==> config.mk <==
export PLATFORM = sky130hd
export DESIGN_NAME = isp_param_fetch
export DESIGN_NICKNAME = d
export VERILOG_FILES = /design/src/rtl/isp_pkg.sv /design/src/rtl/isp_vert_stride.sv /design/src/rtl/isp_param_fetch.sv
export SDC_FILE = /design/constraint.sdc
export NUM_CORES = 2
export LEC_CHECK = 0
export CORE_AREA = 2 2 313 315
export DETAILED_ROUTE_END_ITERATION = 10
export DIE_AREA = 0 0 315 317
export PLACE_DENSITY_LB_ADDON = 0.2
export RECOVER_POWER = 50
export SYNTH_ARGS = -nofsm -noshare
export SYNTH_HDL_FRONTEND = slang
export SYNTH_SLANG_ARGS = --single-unit
==> constraint.sdc <==
create_clock -name i_clock -period 63.8 [get_ports i_clock]
set_input_delay 9.57 -clock i_clock [delete_from_list [all_inputs] [get_ports i_clock]]
set_output_delay 9.57 -clock i_clock [all_outputs]
set_load 0.1 [all_outputs]
==> src/rtl/isp_pkg.sv <==
// isp_pkg: shared types and constants for the ISP parameter fetch.
package isp_pkg;

  typedef enum logic [2:0] {
    S_IDLE,
    S_HDR,
    S_VTX,
    S_EMIT,
    S_NEXT
  } fetch_state_e;

  typedef enum logic [1:0] {
    T_STRIP,
    T_TRI_ARRAY,
    T_QUAD_ARRAY,
    T_INVALID
  } opb_type_e;

  // opb_word[31:29] codes for the array types; any code with bit 31 low is a strip
  localparam logic [2:0] OPB_CODE_TRI  = 3'b100;
  localparam logic [2:0] OPB_CODE_QUAD = 3'b101;

  localparam int ISP_TEXTURE_BIT = 25;
  localparam int ISP_UV16_BIT    = 22;

  localparam logic [2:0] HDR_LEN_1V = 3'd3;
  localparam logic [2:0] HDR_LEN_2V = 3'd5;

  function automatic opb_type_e decode_opb_type(input logic [2:0] code);
    if (!code[2])                    return T_STRIP;
    else if (code == OPB_CODE_TRI)   return T_TRI_ARRAY;
    else if (code == OPB_CODE_QUAD)  return T_QUAD_ARRAY;
    else                             return T_INVALID;
  endfunction

  // Index of the highest triangle whose mask bit is set (bit i = triangle i)
  function automatic logic [2:0] strip_last_tri(input logic [5:0] mask);
    logic [2:0] r;
    r = 3'd0;
    for (int i = 0; i < 6; i++) begin
      if (mask[i]) r = 3'(i);
    end
    return r;
  endfunction

endpackage

==> src/rtl/isp_vert_stride.sv <==
// isp_vert_stride: vertex stride (in words) and base-colour word offset.
// The caller passes the effective shadow flag, so a single-volume build
// simply ties i_shadow low.
module isp_vert_stride
  import isp_pkg::*;
#(
  parameter int DATA_W = 32
) (
  input  logic [2:0]        i_skip,
  input  logic              i_shadow,
  input  logic [DATA_W-1:0] i_isp_inst,
  output logic [4:0]        o_stride_w,
  output logic [2:0]        o_col_off
);

  logic w_texture;
  logic w_uv16;
  logic w_unused_isp;

  assign w_texture    = i_isp_inst[ISP_TEXTURE_BIT];
  assign w_uv16       = i_isp_inst[ISP_UV16_BIT];
  assign w_unused_isp = ^i_isp_inst;

  // Two-volume vertices carry a second skip block; colour stays at volume 0
  always_comb begin
    o_stride_w = i_shadow ? ({1'b0, i_skip, 1'b0} + 5'd3) : ({2'b00, i_skip} + 5'd3);
    o_col_off  = 3'd3;
    if (w_texture) o_col_off = w_uv16 ? 3'd4 : 3'd5;
  end

endmodule

==> src/rtl/isp_param_fetch.sv <==
// isp_param_fetch: fetches one OPB entry's polygon header and vertices from
// VRAM and emits strip / triangle-array / quad-array primitives.
// Optional macro ISP_TWO_VOLUME_EN: shadow entries use a 5-word header and
// a doubled-skip stride; without it tsp2/tex2 outputs are tied to 0.
//
// state  | meaning
// IDLE   | waiting for render_poly
// HDR    | reading header words
// VTX    | reading x, y, z, colour of the next vertex into the window
// EMIT   | primitive presented, outputs frozen until entry_ready
// NEXT   | advance to the next primitive or finish the entry
module isp_param_fetch
  import isp_pkg::*;
#(
  parameter int ADDR_W    = 24,
  parameter int DATA_W    = 32,
  parameter int MAX_STRIP = 6
) (
  input  logic                i_clock,
  input  logic                i_reset,
  input  logic [31:0]         i_opb_word,
  input  logic [ADDR_W-1:0]   i_poly_addr,
  input  logic                i_render_poly,
  output logic                o_busy,
  output logic                o_vram_rd,
  output logic [ADDR_W-1:0]   o_vram_addr,
  input  logic [DATA_W-1:0]   i_vram_din,
  input  logic                i_vram_valid,
  output logic [DATA_W-1:0]   o_isp_inst,
  output logic [DATA_W-1:0]   o_tsp_inst,
  output logic [DATA_W-1:0]   o_tex_cont,
  output logic [DATA_W-1:0]   o_tsp2_inst,
  output logic [DATA_W-1:0]   o_tex2_cont,
  output logic [4*DATA_W-1:0] o_vert_x,
  output logic [4*DATA_W-1:0] o_vert_y,
  output logic [4*DATA_W-1:0] o_vert_z,
  output logic [4*DATA_W-1:0] o_vert_col,
  output logic                o_prim_quad,
  output logic                o_entry_valid,
  input  logic                i_entry_ready,
  output logic                o_poly_done
);

  localparam int CNT_W = ($clog2(MAX_STRIP) > 4) ? $clog2(MAX_STRIP) : 4;

  fetch_state_e      r_state;
  opb_type_e         r_type;
  logic [2:0]        r_skip;
  logic              r_shadow;
  logic [5:0]        r_mask;
  logic [CNT_W-1:0]  r_last;
  logic [CNT_W-1:0]  r_prim;
  logic [2:0]        r_fill;
  logic [2:0]        r_wcnt;
  logic [2:0]        r_hdr_last;
  logic [ADDR_W-1:0] r_vbase;
  logic              r_busy, r_rd, r_valid, r_quad, r_done;
  logic [ADDR_W-1:0] r_addr;
  logic [DATA_W-1:0] r_isp_inst, r_tsp_inst, r_tex_cont;
  logic [DATA_W-1:0] r_vx [4];
  logic [DATA_W-1:0] r_vy [4];
  logic [DATA_W-1:0] r_vz [4];
  logic [DATA_W-1:0] r_vc [4];

  opb_type_e         w_in_type;
  logic              w_in_shadow;
  logic [2:0]        w_in_hdr_len;
  logic [5:0]        w_in_mask;
  logic [CNT_W-1:0]  w_in_last;
  logic [4:0]        w_stride_w;
  logic [2:0]        w_col_off;
  logic [ADDR_W-1:0] w_next_vbase;
  logic [ADDR_W-1:0] w_word_addr;
  logic [2:0]        w_need;
  logic              w_emit;
  logic [1:0]        w_slot;
  logic              w_unused_opb;

  assign w_in_type = decode_opb_type(i_opb_word[31:29]);
`ifdef ISP_TWO_VOLUME_EN
  assign w_in_shadow = i_opb_word[24];
`else
  assign w_in_shadow = 1'b0;
`endif
  assign w_in_hdr_len = w_in_shadow ? HDR_LEN_2V : HDR_LEN_1V;
  // Mask bit i belongs to triangle i, which lives at opb_word[30-i]
  assign w_in_mask    = {i_opb_word[25], i_opb_word[26], i_opb_word[27],
                         i_opb_word[28], i_opb_word[29], i_opb_word[30]};
  assign w_in_last    = (w_in_type == T_STRIP) ? CNT_W'(strip_last_tri(w_in_mask))
                                               : CNT_W'(i_opb_word[28:25]);
  assign w_unused_opb = ^{i_opb_word[24], i_opb_word[20:0]};

  isp_vert_stride #(.DATA_W(DATA_W)) u_stride (
    .i_skip     (r_skip),
    .i_shadow   (r_shadow),
    .i_isp_inst (r_isp_inst),
    .o_stride_w (w_stride_w),
    .o_col_off  (w_col_off)
  );

  assign w_next_vbase = r_vbase + ADDR_W'({w_stride_w, 2'b00});
  assign w_need       = (r_type == T_QUAD_ARRAY) ? 3'd4 : 3'd3;
  assign w_emit       = (r_type != T_STRIP) || r_mask[r_prim[2:0]];
  assign w_slot       = r_fill[1:0];

  // Address of the word after the current one within a vertex (UV is jumped over)
  always_comb begin
    w_word_addr = r_vbase + ADDR_W'({w_col_off, 2'b00});
    case (r_wcnt)
      3'd0:    w_word_addr = r_vbase + ADDR_W'(4);
      3'd1:    w_word_addr = r_vbase + ADDR_W'(8);
      default: ;
    endcase
  end

`ifdef ISP_TWO_VOLUME_EN
  logic [DATA_W-1:0] r_tsp2_inst, r_tex2_cont;
  assign o_tsp2_inst = r_tsp2_inst;
  assign o_tex2_cont = r_tex2_cont;
`else
  assign o_tsp2_inst = '0;
  assign o_tex2_cont = '0;
`endif

  // Fetch sequencer: header, vertex window, primitive handshake
  always_ff @(posedge i_clock or posedge i_reset) begin
    if (i_reset) begin
      r_state <= S_IDLE;   r_type <= T_STRIP;  r_skip <= '0;   r_shadow <= 1'b0;
      r_mask <= '0;        r_last <= '0;       r_prim <= '0;   r_fill <= '0;
      r_wcnt <= '0;        r_hdr_last <= '0;   r_vbase <= '0;  r_addr <= '0;
      r_busy <= 1'b0;      r_rd <= 1'b0;       r_valid <= 1'b0;
      r_quad <= 1'b0;      r_done <= 1'b0;
      r_isp_inst <= '0;    r_tsp_inst <= '0;   r_tex_cont <= '0;
`ifdef ISP_TWO_VOLUME_EN
      r_tsp2_inst <= '0;   r_tex2_cont <= '0;
`endif
      for (int i = 0; i < 4; i++) begin
        r_vx[i] <= '0; r_vy[i] <= '0; r_vz[i] <= '0; r_vc[i] <= '0;
      end
    end else begin
      r_done <= 1'b0;
      case (r_state)
        S_IDLE: begin
          if (i_render_poly) begin
            r_type     <= w_in_type;
            r_skip     <= i_opb_word[23:21];
            r_shadow   <= w_in_shadow;
            r_mask     <= w_in_mask;
            r_last     <= w_in_last;
            r_hdr_last <= w_in_hdr_len - 3'd1;
            r_prim     <= '0;
            r_fill     <= '0;
            r_wcnt     <= '0;
            r_quad     <= (w_in_type == T_QUAD_ARRAY);
            r_vbase    <= i_poly_addr + ADDR_W'({w_in_hdr_len, 2'b00});
            if (w_in_type == T_INVALID) begin
              r_done <= 1'b1;
            end else begin
              r_state <= S_HDR;
              r_busy  <= 1'b1;
              r_rd    <= 1'b1;
              r_addr  <= i_poly_addr;
            end
          end
        end
        S_HDR: begin
          if (r_rd && i_vram_valid) begin
            case (r_wcnt)
              3'd0: r_isp_inst <= i_vram_din;
              3'd1: r_tsp_inst <= i_vram_din;
              3'd2: r_tex_cont <= i_vram_din;
`ifdef ISP_TWO_VOLUME_EN
              3'd3: r_tsp2_inst <= i_vram_din;
              3'd4: r_tex2_cont <= i_vram_din;
`endif
              default: ;
            endcase
            if (r_wcnt == r_hdr_last) begin
              r_wcnt <= '0;
              if (r_type == T_STRIP && r_mask == '0) begin
                r_rd    <= 1'b0;
                r_busy  <= 1'b0;
                r_done  <= 1'b1;
                r_state <= S_IDLE;
              end else begin
                r_addr  <= r_vbase;
                r_state <= S_VTX;
              end
            end else begin
              r_wcnt <= r_wcnt + 3'd1;
              r_addr <= r_addr + ADDR_W'(4);
            end
          end
        end
        S_VTX: begin
          if (r_rd && i_vram_valid) begin
            case (r_wcnt)
              3'd0:    r_vx[w_slot] <= i_vram_din;
              3'd1:    r_vy[w_slot] <= i_vram_din;
              3'd2:    r_vz[w_slot] <= i_vram_din;
              default: r_vc[w_slot] <= i_vram_din;
            endcase
            if (r_wcnt != 3'd3) begin
              r_wcnt <= r_wcnt + 3'd1;
              r_addr <= w_word_addr;
            end else begin
              r_wcnt  <= '0;
              r_fill  <= r_fill + 3'd1;
              r_vbase <= w_next_vbase;
              if (r_fill + 3'd1 == w_need) begin
                r_rd <= 1'b0;
                if (w_emit) begin
                  r_valid <= 1'b1;
                  r_state <= S_EMIT;
                end else begin
                  r_state <= S_NEXT;
                end
              end else begin
                r_addr <= w_next_vbase;
              end
            end
          end
        end
        S_EMIT: begin
          if (i_entry_ready) begin
            r_valid <= 1'b0;
            r_state <= S_NEXT;
          end
        end
        S_NEXT: begin
          if (r_prim == r_last) begin
            r_busy  <= 1'b0;
            r_done  <= 1'b1;
            r_state <= S_IDLE;
          end else begin
            r_prim  <= r_prim + CNT_W'(1);
            r_rd    <= 1'b1;
            r_addr  <= r_vbase;
            r_state <= S_VTX;
            if (r_type == T_STRIP) begin
              // Slide the window; only the newest vertex is fetched next
              for (int j = 0; j < 2; j++) begin
                r_vx[j] <= r_vx[j+1]; r_vy[j] <= r_vy[j+1];
                r_vz[j] <= r_vz[j+1]; r_vc[j] <= r_vc[j+1];
              end
              r_fill <= 3'd2;
            end else begin
              r_fill <= 3'd0;
            end
          end
        end
        default: r_state <= S_IDLE;
      endcase
    end
  end

  assign o_busy        = r_busy;
  assign o_vram_rd     = r_rd;
  assign o_vram_addr   = r_addr;
  assign o_isp_inst    = r_isp_inst;
  assign o_tsp_inst    = r_tsp_inst;
  assign o_tex_cont    = r_tex_cont;
  assign o_vert_x      = {r_vx[3], r_vx[2], r_vx[1], r_vx[0]};
  assign o_vert_y      = {r_vy[3], r_vy[2], r_vy[1], r_vy[0]};
  assign o_vert_z      = {r_vz[3], r_vz[2], r_vz[1], r_vz[0]};
  assign o_vert_col    = {r_vc[3], r_vc[2], r_vc[1], r_vc[0]};
  assign o_prim_quad   = r_quad;
  assign o_entry_valid = r_valid;
  assign o_poly_done   = r_done;

endmodule

# After elaboration in Yosys (flattened, before gate mapping)
# Cells that the tools add are included.
# op_classes
n_addsub,10
order_cmp,3
n_eq_ne,34
mux,106
bitwise_logic,2
reduce_logical,40
# op_table
op,count
128-bit two-way mux,8
128-bit bitwise mux,4
64-bit two-way mux,8
64-bit case mux with 2 select lines,4
24-bit two-way mux,12
24-bit case mux with 2 select lines,2
24-bit case mux with 4 select lines,1
3-bit two-way mux,23
32-bit demux with 2-bit select,1
"24-bit by 3-bit adder with 24-bit output, second input constant",2
"24-bit by 4-bit adder with 24-bit output, second input constant",2
32-bit two-way mux,1
"2-bit inequality test, second input constant",14
1-bit two-way mux,25
5-bit AND reduction,5
24-bit by 5-bit adder with 24-bit output,1
24-bit by 7-bit adder with 24-bit output,1
3-bit AND reduction,8
3-bit case mux with 3 select lines,2
8-bit AND reduction,2
3-bit case mux with 5 select lines,1
4-bit two-way mux,3
2-bit two-way mux,5
10-bit AND reduction,1
other kinds (36),59
# word_totals
reg_bits,690
output_inout_bits,701
wordCells,230

# Depth between registers and ports, before layout
# logic_depth
ltp_word,9
mapped_depth,15
depth_no_buf,15

# By module
# Synthesis repeated with hierarchy kept, for this count alone.
# hier_totals
hier_cells,2933
hier_area_um2,32145.8
# modules_own_cells
module,instances,cells_each,area_each_um2,seq_area_each_um2
isp_param_fetch,1,2915,32028.2,17266.6
isp_vert_stride,1,18,117.6,0.0

# Least setup slack after synthesis
# No wires, ideal clock.
# synth_path
path_kind,in2reg
startpoint,in i_vram_valid
endpoint,"reg r_vx, in the netlist o_vert_x[81]"
setup_time_ns,0.126
arrival_time_ns,10.920
setup_slack_ns,52.754
path_stages,6
path_buffers,2
cell_sequence,and2_1 -> clkbuf_1 -> nand2_1 -> nor3_2 -> buf_2 -> mux2_2
# synth_via
elab_chain_cells,2
# synth_rtl
item,line,source
from (decl),isp_param_fetch.sv:28,"input logic i_vram_valid,"
1-bit logical AND,isp_param_fetch.sv:196,if (r_rd && i_vram_valid) begin
3-bit AND reduction (no line),-,
"to (signal, indexed assignment)",isp_param_fetch.sv:198,3'd0: r_vx[w_slot] <= i_vram_din;
"to (signal, indexed assignment)",isp_param_fetch.sv:243,r_vx[j] <= r_vx[j+1]; r_vy[j] <= r_vy[j+1];
to (decl),isp_param_fetch.sv:60,logic [DATA_W-1:0] r_vx [4];
# Every way passes these cells.
# A chain may end at the register's enable or synchronous reset.

==> flow_summary.json <==
{
  "post_drt_wl_per_cell_um": 26.8,
  "totalPowerFinal_mw": 0.965,
  "fin_crit_sh": 0.322,
  "failed_checks": "capacitance limit, slew limit",
  "min_period_ns": 20.56,
  "hp-class": "flip-flop to flip-flop",
  "grt_antenna_before_repair": 3,
  "critPathLaunchType": "input pin",
  "grt_max_degree": 152,
  "hold_buffers": 0,
  "worstPathMaxFanout": 151,
  "drc": 0,
  "dp_hpwl_um": 86100,
  "clockBufferDepth": 3,
  "drv_cap": 30,
  "ios": 794,
  "fin_skew_ns": 0.0176,
  "relSlewSlack": -4.56,
  "synth_enable_flop_cells": 0,
  "wirelength_um": 130000,
  "post-cts-setup-buffers": 0,
  "place_worst_setup_slack_ns": 50.30,
  "synth-seq-area-share": 0.540,
  "yosysWarnings": 0,
  "syn_area_mm2": 0.0320,
  "worstSkewPairLatency_ns": 0.66,
  "drive_gt1_frac": 0.131,
  "irDropWorstVdd_mv": 0.0211,
  "drt_iter0_markers": 2072,
  "clock_sinks": 690,
  "synth_top_area_frac": 0.540,
  "core_region_area_mm2": 0.0963,
  "cts_resized": 0,
  "ant_nets": 0,
  "dr_total_vias": 26500,
  "max_freq_ghz": 0.0486,
  "port_buffers": 707,
  "nNetsFinal": 3606,
  "track_usage": 0.251,
  "root_buffer": "clkbuf_16",
  "rsz0062_at_grt": "false",
  "rrSetupSlack_ns": 56.86,
  "dieArea_mm2": 0.0999,
  "synthArstFlopShare": 1.00,
  "grt_pass1_wl_um": 185000,
  "gp_congestion": 0.891,
  "htreeDepth": 3,
  "crit_arrival_ns": 19.23,
  "grt_pass1_vias": 25300,
  "dr.pass1.iters": 8,
  "timing.setup.tns_ns": 0,
  "p_leak_nw": 19.2,
  "clk_pin_slew_ns": 0.06,
  "min_path_cells": 2,
  "stdcell_count": 4830,
  "power_density_mw_per_mm2": 22.8,
  "critPathCaptureType": "async pin",
  "finalMaxSlewViolations": 1062,
  "viasPerCell": 5.49,
  "syn2layout_area_growth_pct": 32.4,
  "hold_viol_final": 0,
  "ff2ff_path_depth": 9,
  "dp_cells": 4680,
  "chipHeight_um": 317,
  "setup_viol": 0,
  "layout_setup_ws_ns": 43.24,
  "synth_ff_type": "dfrtp_1",
  "grt-ovfl-total": 0,
  "required_ns": 62.47,
  "cts_buffers": 82,
  "tightest_slew_ns": 8.34,
  "placementRows": 114,
  "start_util": 0.332,
  "avgSynthCellArea_um2": 10.9,
  "ys_ff_latch": 690,
  "yosys-top-cells-area": "dfrtp_1 (54%), mux2_2 (9.1%), a32oi_1 (7.1%)",
  "die_w_um": 315,
  "synth_top_area_cell": "dfrtp_1",
  "worstSetupPathType": "input pin to async pin",
  "tritoncts": "built",
  "ys_types": 79,
  "status": "finished with violations",
  "syn_inst": 2923
}
-- placed cells by master (no fill, tap or decap), types with 39 or more instances in the layout --
cell type / instances
clkbuf_1: 45
buf_4: 42
conb_1: 64
clkdlybuf4s50_1: 480
a32oi_1: 259
a21oi_1: 332
mux2_2: 259
o21ai_0: 65
dlygate4sd3_1: 213
clkbuf_16: 84
mux2_1: 97
nand3_1: 39
nand2_1: 118
nor2_1: 354
dfrtp_1: 690
-- through the flow --
step	hold WS [ns]	cell area [um2]	util
floorplan	0.446	32200	-
global placement	0.467	39800	0.414
detailed placement	0.463	39800	0.414
CTS	0.477	42600	0.442
global route	0.487	42300	0.440
finish	0.477	42300	0.440
-- synth_stat cells (7+ instances only) --
cell type  number
mux2_1         97
mux2_2        259
o211ai_1        8
nor3_2          7
nand2_1       118
a211oi_1        7
ha_1           23
xnor2_1        35
o21ai_0        62
nand2b_1        7
clkbuf_1      199
buf_1           8
buf_4          67
a221oi_1        7
buf_2          74
o31ai_1         9
nand4_1        17
nor3_1         15
nor2_1        360
nand3_1        40
and3_1         15
nor2b_1        10
inv_1          32
o22ai_1         8
a31oi_1         8
a32oi_1       259
dfrtp_1       690
a21oi_1       332
a22o_1          8
xor2_1         30
-- final cells by class --
| class | count | area [um2] |
|---|---|---|
| Tap cell | 1276 | 1600 |
| Antenna cell | 2 | 5.00 |
| Timing Repair Buffer | 766 | 7370 |
| Clock buffer | 117 | 2390 |
| Multi-Input combinational cell | 1915 | 13200 |
| Fill cell | 9278 | 53900 |
| Sequential cell | 690 | 17300 |
| Inverter | 33 | 125 |
| Clock inverter | 31 | 368 |
-- worst max-delay path, cell delays in order --
cell and delay [ns]:
dlygate4sd3_1 0.54, clkinvlp_2 2.79, clkbuf_1 5.82
-- cells by family after synthesis --
| family | Yosys count | share of synthesized area |
|---|---|---|
| AO/OA/AOI/OAI | 769 | 0.162 |
| flip-flops | 690 | 0.540 |
| XOR/XNOR | 65 | 0.0178 |
| AND/OR/NAND/NOR | 631 | 0.0868 |
| other | 1 | 0.000117 |
| adder cells (fa/ha/maj) | 25 | 0.0102 |
| multiplexers | 361 | 0.128 |
| buffers and inverters | 381 | 0.0555 |
-- power breakdown --
part | switching, mW | internal [mW] | total [mW]
clock | 0.198 | 0.286 | 0.484
combinational | 0.0378 | 0.00556 | 0.0434
sequential | 0.0000585 | 0.438 | 0.438
total | 0.236 | 0.729 | 0.965
-- layer usage --
metal	global-route usage	vias up	share of wire
li1	-	11700	-
met1	0.327	13600	0.41
met2	0.406	1037	0.48
met3	0.0689	168	0.078
met4	0.0766	0	0.028
met5	0	-	0
-- final timing paths --
path                         startpoint             end
max                             i_reset    o_vert_y[33]
min                          r_vbase[0]      r_vbase[0]
max reg2reg                   r_fill[0]  o_vert_col[18]
min reg2reg                  r_vbase[0]      r_vbase[0]
max in group i_clock       i_vram_valid  o_vert_col[18]
min in group asynchronous       i_reset  o_vert_col[96]
-- flip-flops by register name, summed over array words and instances, names as in the netlist --
name / cells
o_vram_rd: 1
o_busy: 1
r_hdr_last: 1
r_skip: 3
r_state: 3
o_entry_valid: 1
o_vram_addr: 24
r_last: 4
o_vert_y: 128
r_vbase: 24
o_vert_x: 128
o_poly_done: 1
r_prim: 4
r_type: 2
o_vert_z: 128
r_fill: 3
r_wcnt: 3
o_prim_quad: 1
r_mask: 6
o_tsp_inst: 32
o_vert_col: 128
o_isp_inst: 32
o_tex_cont: 32
No activity file was read; power rests on OpenSTA's default activity.
